File: config.mk
export PLATFORM = sky130hd
export DESIGN_NAME = fp12_add_pipe_flat
export DESIGN_NICKNAME = d
export VERILOG_FILES = /design/src/rtl/fp12_add_if.sv /design/src/rtl/fp12_add_pipe.sv /design/src/flat_wrapper.sv
export SDC_FILE = /design/constraint.sdc
export NUM_CORES = 1
export LEC_CHECK = 0
export BUFFER_PORTS_ARGS = -buffer_cell sky130_fd_sc_hd__buf_4
export CORE_MARGIN = 3
export CORE_UTILIZATION = 35
export DETAILED_ROUTE_END_ITERATION = 8
export GPL_TIMING_DRIVEN = 1
export PLACE_DENSITY = 0.55
export SYNTH_ARGS = -nofsm -noshare
export SYNTH_HDL_FRONTEND = slang
export SYNTH_SLANG_ARGS = --single-unit
File: constraint.sdc
create_clock -name clk_i -period 10 [get_ports clk_i]
set_input_delay 1 -clock clk_i [delete_from_list [all_inputs] [get_ports clk_i]]
set_output_delay 1 -clock clk_i [all_outputs]
set_load 0.03 [all_outputs]
File: src/rtl/fp12_add_if.sv
// Operand/result bundle for the 12-bit float adder (s | exp[4:0] bias 15 | frac[5:0]).
// Every cycle carries a valid operand pair; there is no handshake.
interface fp12_add_if;
  logic [11:0] data_1_i;
  logic [11:0] data_2_i;
  logic [11:0] data_sum_o;

  modport master (output data_1_i, output data_2_i, input data_sum_o);
  modport slave  (input data_1_i, input data_2_i, output data_sum_o);
endinterface

File: src/rtl/fp12_add_pipe.sv
// 5-stage exact adder for the 12-bit float format, result = truncated exact sum, latency 5 edges, no stalls.
// Define FP12_ADD_ROUND_EN for round-half-away-from-zero instead of truncation.
module fp12_add_pipe (
  input  logic      clk_i,
  input  logic      rst_n_i,
  fp12_add_if.slave bus
);

  // Stage 1: input register
  logic [11:0] r_a, r_b;

  always_ff @(posedge clk_i or negedge rst_n_i) begin
    if (!rst_n_i) begin
      r_a <= '0;
      r_b <= '0;
    end else begin
      r_a <= bus.data_1_i;
      r_b <= bus.data_2_i;
    end
  end

  // Stage 2: align both operands onto one 38-bit fixed-point grid (LSB = 2^-21), so the add is exact
  logic        w_zero_a, w_zero_b;
  logic [37:0] w_mag_a, w_mag_b;
  logic [37:0] r_mag_a, r_mag_b;
  logic        r_sgn_a, r_sgn_b;

  assign w_zero_a = (r_a[10:0] == 11'd0);
  assign w_zero_b = (r_b[10:0] == 11'd0);
  assign w_mag_a  = w_zero_a ? 38'd0 : ({31'd0, 1'b1, r_a[5:0]} << r_a[10:6]);
  assign w_mag_b  = w_zero_b ? 38'd0 : ({31'd0, 1'b1, r_b[5:0]} << r_b[10:6]);

  always_ff @(posedge clk_i or negedge rst_n_i) begin
    if (!rst_n_i) begin
      r_mag_a <= '0;
      r_mag_b <= '0;
      r_sgn_a <= 1'b0;
      r_sgn_b <= 1'b0;
    end else begin
      r_mag_a <= w_mag_a;
      r_mag_b <= w_mag_b;
      r_sgn_a <= r_a[11];
      r_sgn_b <= r_b[11];
    end
  end

  // Stage 3: signed-magnitude add/sub
  logic [38:0] w_sum;
  logic        w_sgn;
  logic [38:0] r_sum;
  logic        r_sgn3;

  always_comb begin
    w_sum = '0;
    w_sgn = 1'b0;
    if (r_sgn_a == r_sgn_b) begin
      w_sum = {1'b0, r_mag_a} + {1'b0, r_mag_b};
      w_sgn = r_sgn_a;
    end else if (r_mag_a >= r_mag_b) begin
      w_sum = {1'b0, r_mag_a} - {1'b0, r_mag_b};
      w_sgn = r_sgn_a;
    end else begin
      w_sum = {1'b0, r_mag_b} - {1'b0, r_mag_a};
      w_sgn = r_sgn_b;
    end
  end

  always_ff @(posedge clk_i or negedge rst_n_i) begin
    if (!rst_n_i) begin
      r_sum  <= '0;
      r_sgn3 <= 1'b0;
    end else begin
      r_sum  <= w_sum;
      r_sgn3 <= w_sgn;
    end
  end

  // Stage 4: leading-one detect and normalize so the leading one lands on bit 38
  logic [5:0]        w_lead;
  logic [38:0]       w_norm;
  logic signed [6:0] w_bexp;
  logic [5:0]        r_frac4;
  logic              r_rnd4;
  logic signed [6:0] r_bexp4;
  logic              r_zero4;
  logic              r_sgn4;

  always_comb begin
    w_lead = '0;
    for (int i = 0; i < 39; i++) begin
      if (r_sum[i]) w_lead = 6'(i);
    end
  end

  assign w_norm = r_sum << (6'd38 - w_lead);
  // Leading one at bit p weighs 2^(p-21), so the biased exponent is p-6
  assign w_bexp = $signed({1'b0, w_lead}) - 7'sd6;

  always_ff @(posedge clk_i or negedge rst_n_i) begin
    if (!rst_n_i) begin
      r_frac4 <= '0;
      r_rnd4  <= 1'b0;
      r_bexp4 <= '0;
      r_zero4 <= 1'b0;
      r_sgn4  <= 1'b0;
    end else begin
      r_frac4 <= w_norm[37:32];
      r_rnd4  <= w_norm[31];
      r_bexp4 <= w_bexp;
      r_zero4 <= (r_sum == 39'd0);
      r_sgn4  <= r_sgn3;
    end
  end

  // Stage 5: optional rounding, exponent clamp, pack
  logic signed [6:0] w_exp_r;
  logic [5:0]        w_frac_r;
  logic              w_carry;
  logic [11:0]       w_pack;
  logic              w_unused;
  logic [11:0]       r_out;

`ifdef FP12_ADD_ROUND_EN
  logic [6:0] w_frac_inc;
  assign w_frac_inc = {1'b0, r_frac4} + {6'd0, r_rnd4};
  assign w_carry    = w_frac_inc[6];
  assign w_frac_r   = w_frac_inc[5:0];
  assign w_exp_r    = r_bexp4 + $signed({6'd0, w_carry});
  assign w_unused   = ^{w_norm[38], w_norm[30:0]};
`else
  assign w_carry  = 1'b0;
  assign w_frac_r = r_frac4;
  assign w_exp_r  = r_bexp4;
  assign w_unused = ^{w_norm[38], w_norm[30:0], r_rnd4};
`endif

  always_comb begin
    w_pack = '0;
    if (!r_zero4) begin
      if (w_exp_r > 7'sd31)
        w_pack = {r_sgn4, 5'd31, (w_carry ? 6'h3F : w_frac_r)};
      else if (w_exp_r < 7'sd0)
        w_pack = {r_sgn4, 5'd0, w_frac_r};
      else
        w_pack = {r_sgn4, w_exp_r[4:0], w_frac_r};
    end
  end

  always_ff @(posedge clk_i or negedge rst_n_i) begin
    if (!rst_n_i) r_out <= '0;
    else          r_out <= w_pack;
  end

  assign bus.data_sum_o = r_out;

endmodule

File: src/flat_wrapper.sv
// flat-port wrapper written by rule: the top's interface ports become plain ports
module fp12_add_pipe_flat 
  (clk_i, rst_n_i, bus_data_1_i, bus_data_2_i, bus_data_sum_o);
  fp12_add_if bus_i ();
  input  logic clk_i;
  input  logic rst_n_i;
  input wire logic [$bits(bus_i.data_1_i)-1:0] bus_data_1_i;
  input wire logic [$bits(bus_i.data_2_i)-1:0] bus_data_2_i;
  output wire logic [$bits(bus_i.data_sum_o)-1:0] bus_data_sum_o;
  assign bus_i.data_1_i = bus_data_1_i;
  assign bus_i.data_2_i = bus_data_2_i;
  assign bus_data_sum_o = bus_i.data_sum_o;
  fp12_add_pipe u_core (.clk_i(clk_i), .rst_n_i(rst_n_i), .bus(bus_i));
endmodule
# == Yosys cells after proc, flatten, opt, wreduce, memory -nomap -nowiden ==
# Cells that the tools add are included.
# classes
mux,47
n_div,0
n_reduce_logical,3
bitwise,0
n_addsub,5
n_mul,0
eq_ne,1
n_lt_le_gt_ge,3
shifts,3
# op_table
cell,count
2-to-1 mux 5 bit,16
2-to-1 mux 39 bit,2
subtractor 38 x 38 -> 39 bit,2
2-to-1 mux 38 bit,2
left shift 7 x 5 -> 38 bit,2
2-to-1 mux 6 bit,7
adder 38 x 38 -> 39 bit,1
zero test 39 bit,1
left shift 39 x 6 -> 38 bit,1
greater-or-equal comparator 38 bit,1
2-to-1 mux 4 bit,8
zero test 11 bit,2
2-to-1 mux 11 bit,2
2-to-1 mux 12 bit,1
2-to-1 mux 3 bit,4
> comparator 7 x 6 -> 1 bit (second input constant),1
< comparator 7 x 1 -> 1 bit (second input constant),1
subtractor 6 x 3 -> 7 bit (second input constant),1
subtractor 6 bit (first input constant),1
2-to-1 mux 2 bit,2
2-to-1 mux 1 bit,3
equality test 1 bit,1
# word_totals
register_bits,169
n_memories,0
in_bits,26
wordCells,75
romBits,0
output_inout_bits,12
ram_bits,0
latchBits,0

# == Logic depth before layout (Yosys ltp) ==
# Gate-level depths: netlist of the first run.
# depth
depth_word,40
mapped_depth,19
depth_no_buf,17

# == Worst setup path after synthesis of the first run ==
# No wires, ideal clock.
# synth_timing
path_type,reg-to-reg
startpoint,register u_core.r_sum[35]
endpoint,register u_core.r_frac4[3]
path_stages_with_launch,16
path_buffers,4
arrival_time_ns,4.256
setup_time_ns,0.129
setup_slack_ns,5.615
synth_period_minus_slack_ns,4.385
required_time_ns,9.871
path_cell_list,dfrtp_1 > nor2b_1 > o21bai_1 > o211ai_1 > o21ai_0 > buf_2 > clkinv_1 > buf_1 > ha_1 > clkbuf_1 > clkbuf_1 > mux4_2 > nand2_1 > nand3_1 > a32oi_1 > nand2_1
# synth_between
elab_chain_len,6
# synth_rtl
element,line,rtl
from (decl),fp12_add_pipe.sv:50,logic [38:0] r_sum;
from (signal assigned),fp12_add_pipe.sv:73,r_sum <= w_sum;
2-to-1 mux 6 bit (4 in a row),fp12_add_pipe.sv:91,if (r_sum[i]) w_lead = 6'(i);
subtractor 6 bit,fp12_add_pipe.sv:95,assign w_norm = r_sum << (6'd38 - w_lead);
left shift 39 x 6 -> 38 bit (*),fp12_add_pipe.sv:95,
named net u_core.w_norm[35],fp12_add_pipe.sv:80,logic [38:0] w_norm;
to (signal assigned),fp12_add_pipe.sv:107,r_frac4 <= w_norm[37:32];
to (decl),fp12_add_pipe.sv:82,logic [5:0] r_frac4;
# The timed path passes the listed nets; every way through them passes the cells marked *.

# == Worst setup path in the final report of the first run ==
# layout_timing
startpoint,register u_core.r_mag_b[33]
endpoint,register u_core.r_sum[24]
# layout_between
elab_chain_len,3
# layout_rtl
element,line,rtl
from (decl),fp12_add_pipe.sv:25,"logic [37:0] r_mag_a, r_mag_b;"
from (signal assigned),fp12_add_pipe.sv:41,r_mag_b <= w_mag_b;
greater-or-equal comparator 38 bit,fp12_add_pipe.sv:59,end else if (r_mag_a >= r_mag_b) begin
2-to-1 mux 39 bit,fp12_add_pipe.sv:59,
2-to-1 mux 39 bit,fp12_add_pipe.sv:56,if (r_sgn_a == r_sgn_b) begin
named net u_core.w_sum[24],fp12_add_pipe.sv:48,logic [38:0] w_sum;
# The timed path passes the listed nets, and every way through them passes these cells.

==> qor.yml, run 1 <==
relSlewSlack_pct: 40.41
drc_errors: 0
holdPathStages: 0
regToRegStartpoint: "u_core.r_mag_b[33]"
htree_levels: 4
setup_viol: 0
dp.cells: 2167
reg2regPathDepth: 13
p_leak_nw: 6.756
maxCapViolations: 0
status: "finished clean"
synth_seq_cells: 169
synth_edf_count: 0
whs_endpoint: "u_core.r_sgn_a"
first_pass_iters: 6
pwr_density_cell_nw_per_um2: 216.9
cts_setup_buffers: 0
ys_async_sr_fraction_pct: 100.0
totalWireLength_um: 45560
synthFlopType: "dfrtp_1"
slew_viol_final: 0
rows: 72
r2r_slack_ns: 4.92
min_from: "u_core.r_a[11]"
cp_max_fo: 26
vdd_drop_max_uv: 134.9
grt_pass1_wl_um: 71020
grt_max_degree: 60
clk_latency_ns: 0.45
ios: 38
postLayoutSetupSlackWorst_ns: 4.924
die-width_um: 205.1
vias: 12761
critPathRequiredTime_ns: 10.35
syn_avg_cell_area_um2: 8.249
setup.worst_path.class: "reg2reg"
initial_utilization_pct: 35.65
ctsRootBufferMaster: "clkbuf_16"
syn_to_final_growth_pct: 9.397
stdcell_count: 2198
vias_per_cell: 5.806
overflow: 0
tightest_slew_ns: 0.8938
ys_seq_area_share_pct: 30.48
drt_iter0_markers: 1418
clockBufferDepth: 2
cts_made_buffers: 17
critPathLaunch: "u_core.r_mag_b[33]"
end_kind: "flop"
core_area_um2: 38920
drive_gt1_share_pct: 8.512
fin_skew_ns: 0.01193
total_power_mw: 3.292
hpwl_um: 35990
hold_viol_final: 0
fillers: 4000
final_nets: 1814
hold_buffers: 0
rsz0062_at_grt: "no"
place_congestion: 0.9701
crit_arrival_ns: 5.42
cts_tree: "built"
grt_pass1_vias: 12224
syn_area_um2: 13870
grt_use_total_pct: 21.69
finalSetupTns_ns: 0
dp_slack_ns: 5.041
detail_route.wl_per_cell_um: 20.73
diodes: 0
fmax_mhz: 197.0
hold_path.class: "reg2reg"
ys_warn_count: 0
ant_nets: 0
synth_nets: 1828
layout_worst_path_cycle_share_pct: 50.76
numPortBuffers: 37
fp.dieArea_um2: 42070
rr_endpoint: "u_core.r_sum[24]"
start_kind: "flop"
die-height_um: 205.1
clock-sinks: 169
ctsResizeCount: 0
min_period_ns: 5.076
clk_pin_slew_ns: 0.07
synthCells: 1682
antenna_found_initial: 2
synth_cell_type_count: 75
==> flip-flops by register name, summed over array words and instances, names as in the netlist <==
name and count:
u_core.r_b 12, u_core.r_sgn4 1, u_core.r_bexp4 7, u_core.r_zero4 1, u_core.r_sgn_a 1, u_core.r_mag_b 38
u_core.r_frac4 6, u_core.bus.data_sum_o 12, u_core.r_sum 39, u_core.r_sgn_b 1, u_core.r_mag_a 38, u_core.r_sgn3 1
u_core.r_a 12
==> Yosys cell counts (all sizes together) (4+ instances only) <==
| library cell | number | area [um^2] |
|---|---|---|
| mux2 | 12 | 135.1 |
| or3 | 18 | 117.6 |
| mux2i | 30 | 300.3 |
| mux4 | 26 | 585.6 |
| dfrtp | 169 | 4229 |
| clkbuf | 52 | 195.2 |
| a211oi | 15 | 112.6 |
| or4 | 6 | 48.80 |
| nand2b | 26 | 162.7 |
| o21ai | 79 | 395.4 |
| nor2b | 24 | 150.1 |
| o211ai | 22 | 165.2 |
| a31oi | 26 | 162.7 |
| xor2 | 13 | 132.6 |
| a311oi | 4 | 35.03 |
| o22ai | 18 | 112.6 |
| o21a | 23 | 172.7 |
| nand2 | 130 | 488.0 |
| a21oi | 160 | 815.8 |
| inv | 134 | 503.0 |
| o31ai | 19 | 142.6 |
| nor4 | 15 | 93.84 |
| o21bai | 26 | 195.2 |
| o311ai | 4 | 35.04 |
| xnor2 | 28 | 245.2 |
| buf | 28 | 123.9 |
| nor2 | 197 | 739.5 |
| nand4 | 19 | 118.9 |
| nand3b | 5 | 37.54 |
| or2 | 12 | 75.07 |
| nor3 | 45 | 225.2 |
| a221oi | 10 | 93.84 |
| a2111oi | 6 | 52.55 |
| and3 | 9 | 56.30 |
| ha | 117 | 1464 |
| and2 | 6 | 37.54 |
| nand3 | 51 | 255.2 |
| a21o | 36 | 270.3 |
| a211o | 5 | 43.79 |
==> per-stage QoR <==
step           hold slack (ns)  utilization [%]  area, um^2
5_1_grt                 0.3618            39.00       15180
3_5_place_dp            0.3443            37.54       14610
4_1_cts                 0.3575            39.00       15180
6_report                0.3531            39.00       15180
2_1_floorplan           0.3312                -       13870
3_3_place_gp            0.3344            37.54       14610
==> placed cells by master, fill, tap and decap left out, drive strengths merged, types with 22 or more instances in the layout <==
| master | netlist | layout |
|---|---|---|
| a21o | 36 | 36 |
| a21oi | 160 | 160 |
| a31oi | 26 | 26 |
| buf | 28 | 47 |
| dfrtp | 169 | 169 |
| ha | 117 | 117 |
| inv | 134 | 137 |
| mux2i | 30 | 30 |
| mux4 | 26 | 26 |
| nand2 | 130 | 130 |
| nand2b | 26 | 26 |
| nand3 | 51 | 51 |
| nor2 | 197 | 197 |
| nor2b | 24 | 24 |
| nor3 | 45 | 45 |
| o211ai | 22 | 22 |
| o21a | 23 | 23 |
| o21ai | 79 | 79 |
| o21bai | 26 | 26 |
| xnor2 | 28 | 28 |
==> per-layer routing <==
| layer | GRT usage, % | routed length, um |
|---|---|---|
| met5 | 0 | 0 |
| met4 | 7.567 | 1630 |
| met3 | 3.273 | 2494 |
| met2 | 35.04 | 21090 |
| met1 | 29.63 | 20340 |
==> worst max-delay path, stage by stage (launching register included) <==
cell      delay (ns)
dfrtp_1         0.38
inv_1           0.06
ha_1            0.51
and2_1          0.28
nand3_1         0.22
nor4_1          0.54
a41o_1          0.38
nand2b_1        0.20
o311a_1         0.78
buf_4           0.44
mux2_2          0.41
o221a_2         0.28
nor3b_1         0.15
nor4_1          0.31
==> cell type report <==
| class | instances | area, um^2 | share of cell area, % |
|---|---|---|---|
| sequential | 169 | 4229 | 27.86 |
| multi-input combinational | 1297 | 8864 | 58.40 |
| timing repair buffer | 47 | 356.6 | 2.349 |
| clock buffer | 19 | 452.9 | 2.984 |
| inverter | 136 | 510.5 | 3.363 |
| clock inverter | 12 | 117.6 | 0.7749 |
| tap | 518 | 648.1 | 4.270 |
==> report_power, final <==
| part | switching (mW) | internal (mW) | total (mW) | leakage (nW) |
|---|---|---|---|---|
| sequential | 0.143 | 0.801 | 0.944 | 2.15 |
| clock | 0.286 | 0.357 | 0.643 | 0.274 |
| combinational | 0.998 | 0.707 | 1.71 | 4.33 |
| total | 1.43 | 1.87 | 3.29 | 6.76 |
==> cells by family (layout without fill, tap and decap cells) <==
| family | after synthesis | after routing | share of synthesized area (%) |
|---|---|---|---|
| XOR/XNOR | 41 | 41 | 2.723 |
| flip-flops | 169 | 169 | 30.48 |
| AO/OA/AOI/OAI | 493 | 493 | 22.91 |
| adder cells (fa/ha/maj) | 120 | 120 | 10.98 |
| buffers and inverters | 216 | 214 | 5.979 |
| multiplexers | 68 | 68 | 7.359 |
| AND/OR/NAND/NOR | 575 | 575 | 19.57 |
==> how the worst max path moves through the flow <==
stage                     slack, ns  cells past startpoint           endpoint
after floorplan                5.62                     15  u_core.r_frac4[3]
after global placement         5.04                     13   u_core.r_sum[24]
after detailed placement       5.04                     14  u_core.r_frac4[5]
after CTS                      5.00                     13   u_core.r_sum[24]
after global routing           4.64                     13   u_core.r_sum[24]
final                          4.92                     13   u_core.r_sum[24]
Power figures use the tool's default switching activity.
==> run 2: changes to the inputs <==
--- a/config.mk
+++ b/config.mk
@@ -10,7 +10,7 @@
 export CORE_UTILIZATION = 35
 export DETAILED_ROUTE_END_ITERATION = 8
 export GPL_TIMING_DRIVEN = 1
-export PLACE_DENSITY = 0.55
+export PLACE_DENSITY = 0.57
 export SYNTH_ARGS = -nofsm -noshare
 export SYNTH_HDL_FRONTEND = slang
 export SYNTH_SLANG_ARGS = --single-unit
==> constraint.sdc (replaced) <==
create_clock -name clk_i -period 4.38 [get_ports clk_i]
set_input_delay 0.438 -clock clk_i [delete_from_list [all_inputs] [get_ports clk_i]]
set_output_delay 0.438 -clock clk_i [all_outputs]
set_load 0.03 [all_outputs]
==> qor.yml, run 2 (same netlist as run 1, synthesis figures left out) <==
ios: 38  # unchanged
rr_endpoint: "u_core.r_frac4[4]"
p_leak_nw: 6.969  # +3.1%
regToRegStartpoint: "u_core.r_sum[5]"
diodes: 0  # unchanged
syn_to_final_growth_pct: 12.17
start_kind: "flop"
cts_tree: "built"
critPathRequiredTime_ns: 4.71  # -5.64 ns
largest_register_ffs: 39  # unchanged
setup.worst_path.class: "reg2reg"
grt_use_total_pct: 21.37  # -0.31 points
slew_viol_final: 0  # unchanged
antenna_found_initial: 0  # -2
initial_utilization_pct: 35.65  # unchanged
cp_max_fo: 20  # -23%
tightest_slew_ns: 0.9381  # +0.04434 ns
ctsRootBufferMaster: "clkbuf_16"
hpwl_um: 35250  # -2.0%
fp.dieArea_um2: 42070  # unchanged
hold_path.class: "in2async"
grt_max_degree: 102  # +70%
rsz0062_at_grt: "no"
totalWireLength_um: 44460  # -2.4%
finalSetupTns_ns: 0  # unchanged
place_congestion: 0.9589  # -1.2%
first_pass_iters: 8  # +2
cts_made_buffers: 17  # unchanged
end_kind: "flop"
layout_worst_path_cycle_share_pct: 93.38  # +43 points
htree_levels: 4  # unchanged
critPathLaunch: "u_core.r_sum[5]"
path_cells: "o31ai_2, a211oi_1, o31ai_1, a211oi_1, nor3_1, o311ai_1, a311oi_1, or2_2, ha_1, nand3b_1, o221ai_1, or3_1, buf_12, o311a_1, a311o_1"
rows: 72  # unchanged
slowest_stage: "dfrtp_1"
dp.cells: 2204  # +1.7%
relSlewSlack_pct: 37.46  # -3.0 points
slowest_delay_ns: 0.47  # -0.31 ns
clockBufferDepth: 2  # unchanged
clk_pin_slew_ns: 0.07  # about the same
drc_errors: 0  # unchanged
final_nets: 1853  # +2.1%
min_period_ns: 4.090  # -0.9861 ns
stdcell_count: 2238  # +1.8%
r2r_slack_ns: 0.29  # -4.63 ns
critPathBufInv: 1  # -1
total_power_mw: 7.788  # +140%
placed_area_um2: 14950  # +2.3%
top_register: "u_core.r_sum"
drt_iter0_markers: 1341  # -5.4%
pwr_density_cell_nw_per_um2: 500.4  # +130%
detail_route.wl_per_cell_um: 19.86  # -4.2%
setup_viol: 0  # unchanged
vias_per_cell: 5.749  # -0.97%
clock-sinks: 169  # unchanged
vdd_drop_max_uv: 293.5  # +120%
cp.depth: 15  # +2
die-width_um: 205.1  # unchanged
overflow: 0  # unchanged
ant_nets: 0  # unchanged
fin_skew_ns: 0.01479  # +0.002859 ns
core_area_um2: 38920  # unchanged
fmax_mhz: 244.5  # +24%
clk_latency_ns: 0.46  # about the same
status: "finished clean"
crit_arrival_ns: 4.42  # -1.00 ns
fillers: 3948  # -1.3%
reg_top3: "u_core.r_sum x39, u_core.r_mag_a x38, u_core.r_mag_b x38"
grt_pass1_wl_um: 70330  # -0.97%
die-height_um: 205.1  # unchanged
layout_common_cells: "nor2_1 (197), dfrtp_1 (169), a21oi_1 (158)"
hold_viol_final: 0  # unchanged
path_delay_family: "compound AO/OA/AOI/OAI gates"
grt_pass1_vias: 12420  # +1.6%
endpoint: "u_core.r_frac4[4]"
reg2regPathDepth: 15  # +2
cpMostUsedCell: "a211oi_1"
vias: 12867  # +0.83%
maxCapViolations: 0  # unchanged
stdcell_area_um2: 15560  # +2.5%
drive_gt1_share_pct: 10.70  # +2.2 points
numPortBuffers: 37  # unchanged
hold_buffers: 0  # unchanged
post-route-util_pct: 39.99  # +0.99 points
final_common_cell: "nor2_1"
run 2: cell count changes in the layout (fill, tap and decap cells not counted), sizes merged:
| cell | delta |
|---|---|
| clkinv | -1 |
| inv | +3 |
| clkbuf | -1 |
| buf | +39 |
run 2: repair_timing:
item                       CTS  global route
gates resized for setup      0             4
setup endpoints to repair    0             4
buffers inserted             0             2
run 2: worst min path at each step:
stage / to / slack [ns] / depth (start not counted)
2_1_floorplan: u_core.bus.data_sum_o[0] / 0.14 / 0
3_3_place_gp: u_core.r_sgn_a / 0.34 / 0
3_5_place_dp: u_core.r_sgn_b / 0.34 / 0
4_1_cts: u_core.r_b[3] / 0.06 / 1
5_1_grt: u_core.r_b[10] / 0.06 / 1
6_report: u_core.r_sum[1] / 0.08 / 1
run 2: per-stage QoR:
step,worst slack [ns],hold WS [ns]
finish,0.2899,0.07857
global route,0.01037,0.06014
CTS,0.1622,0.06016
detailed placement,0.1897,0.3385
global placement,0.2144,0.3360
floorplan,0.1948,0.1424
run 2: power breakdown:
| group | total, mW | switching [mW] | internal [mW] |
|---|---|---|---|
| Clock | 1.49 | 0.686 | 0.807 |
| Sequential | 2.15 | 0.320 | 1.83 |
| Combinational | 4.15 | 2.35 | 1.80 |
| Total | 7.79 | 3.35 | 4.43 |
run 2: routing by layer:
| metal | up-vias | track usage, % | part of all wire [%] |
|---|---|---|---|
| li1 | 6045 | - | - |
| met1 | 6192 | 29.47 | 45 |
| met2 | 528 | 32.49 | 44 |
| met3 | 102 | 3.544 | 6.4 |
| met4 | 0 | 10.47 | 5.0 |
| met5 | - | 0 | 0 |
run 2: cell type report:
type	instances	area [um^2]	share of cell area, %
Timing Repair Buffer	86	711.9	4.575
Sequential cell	169	4229	27.17
Multi-Input combinational cell	1297	8869	56.99
Inverter	136	514.2	3.304
Clock inverter	14	161.4	1.037
Tap cell	518	648.1	4.165
Clock buffer	18	429.2	2.758
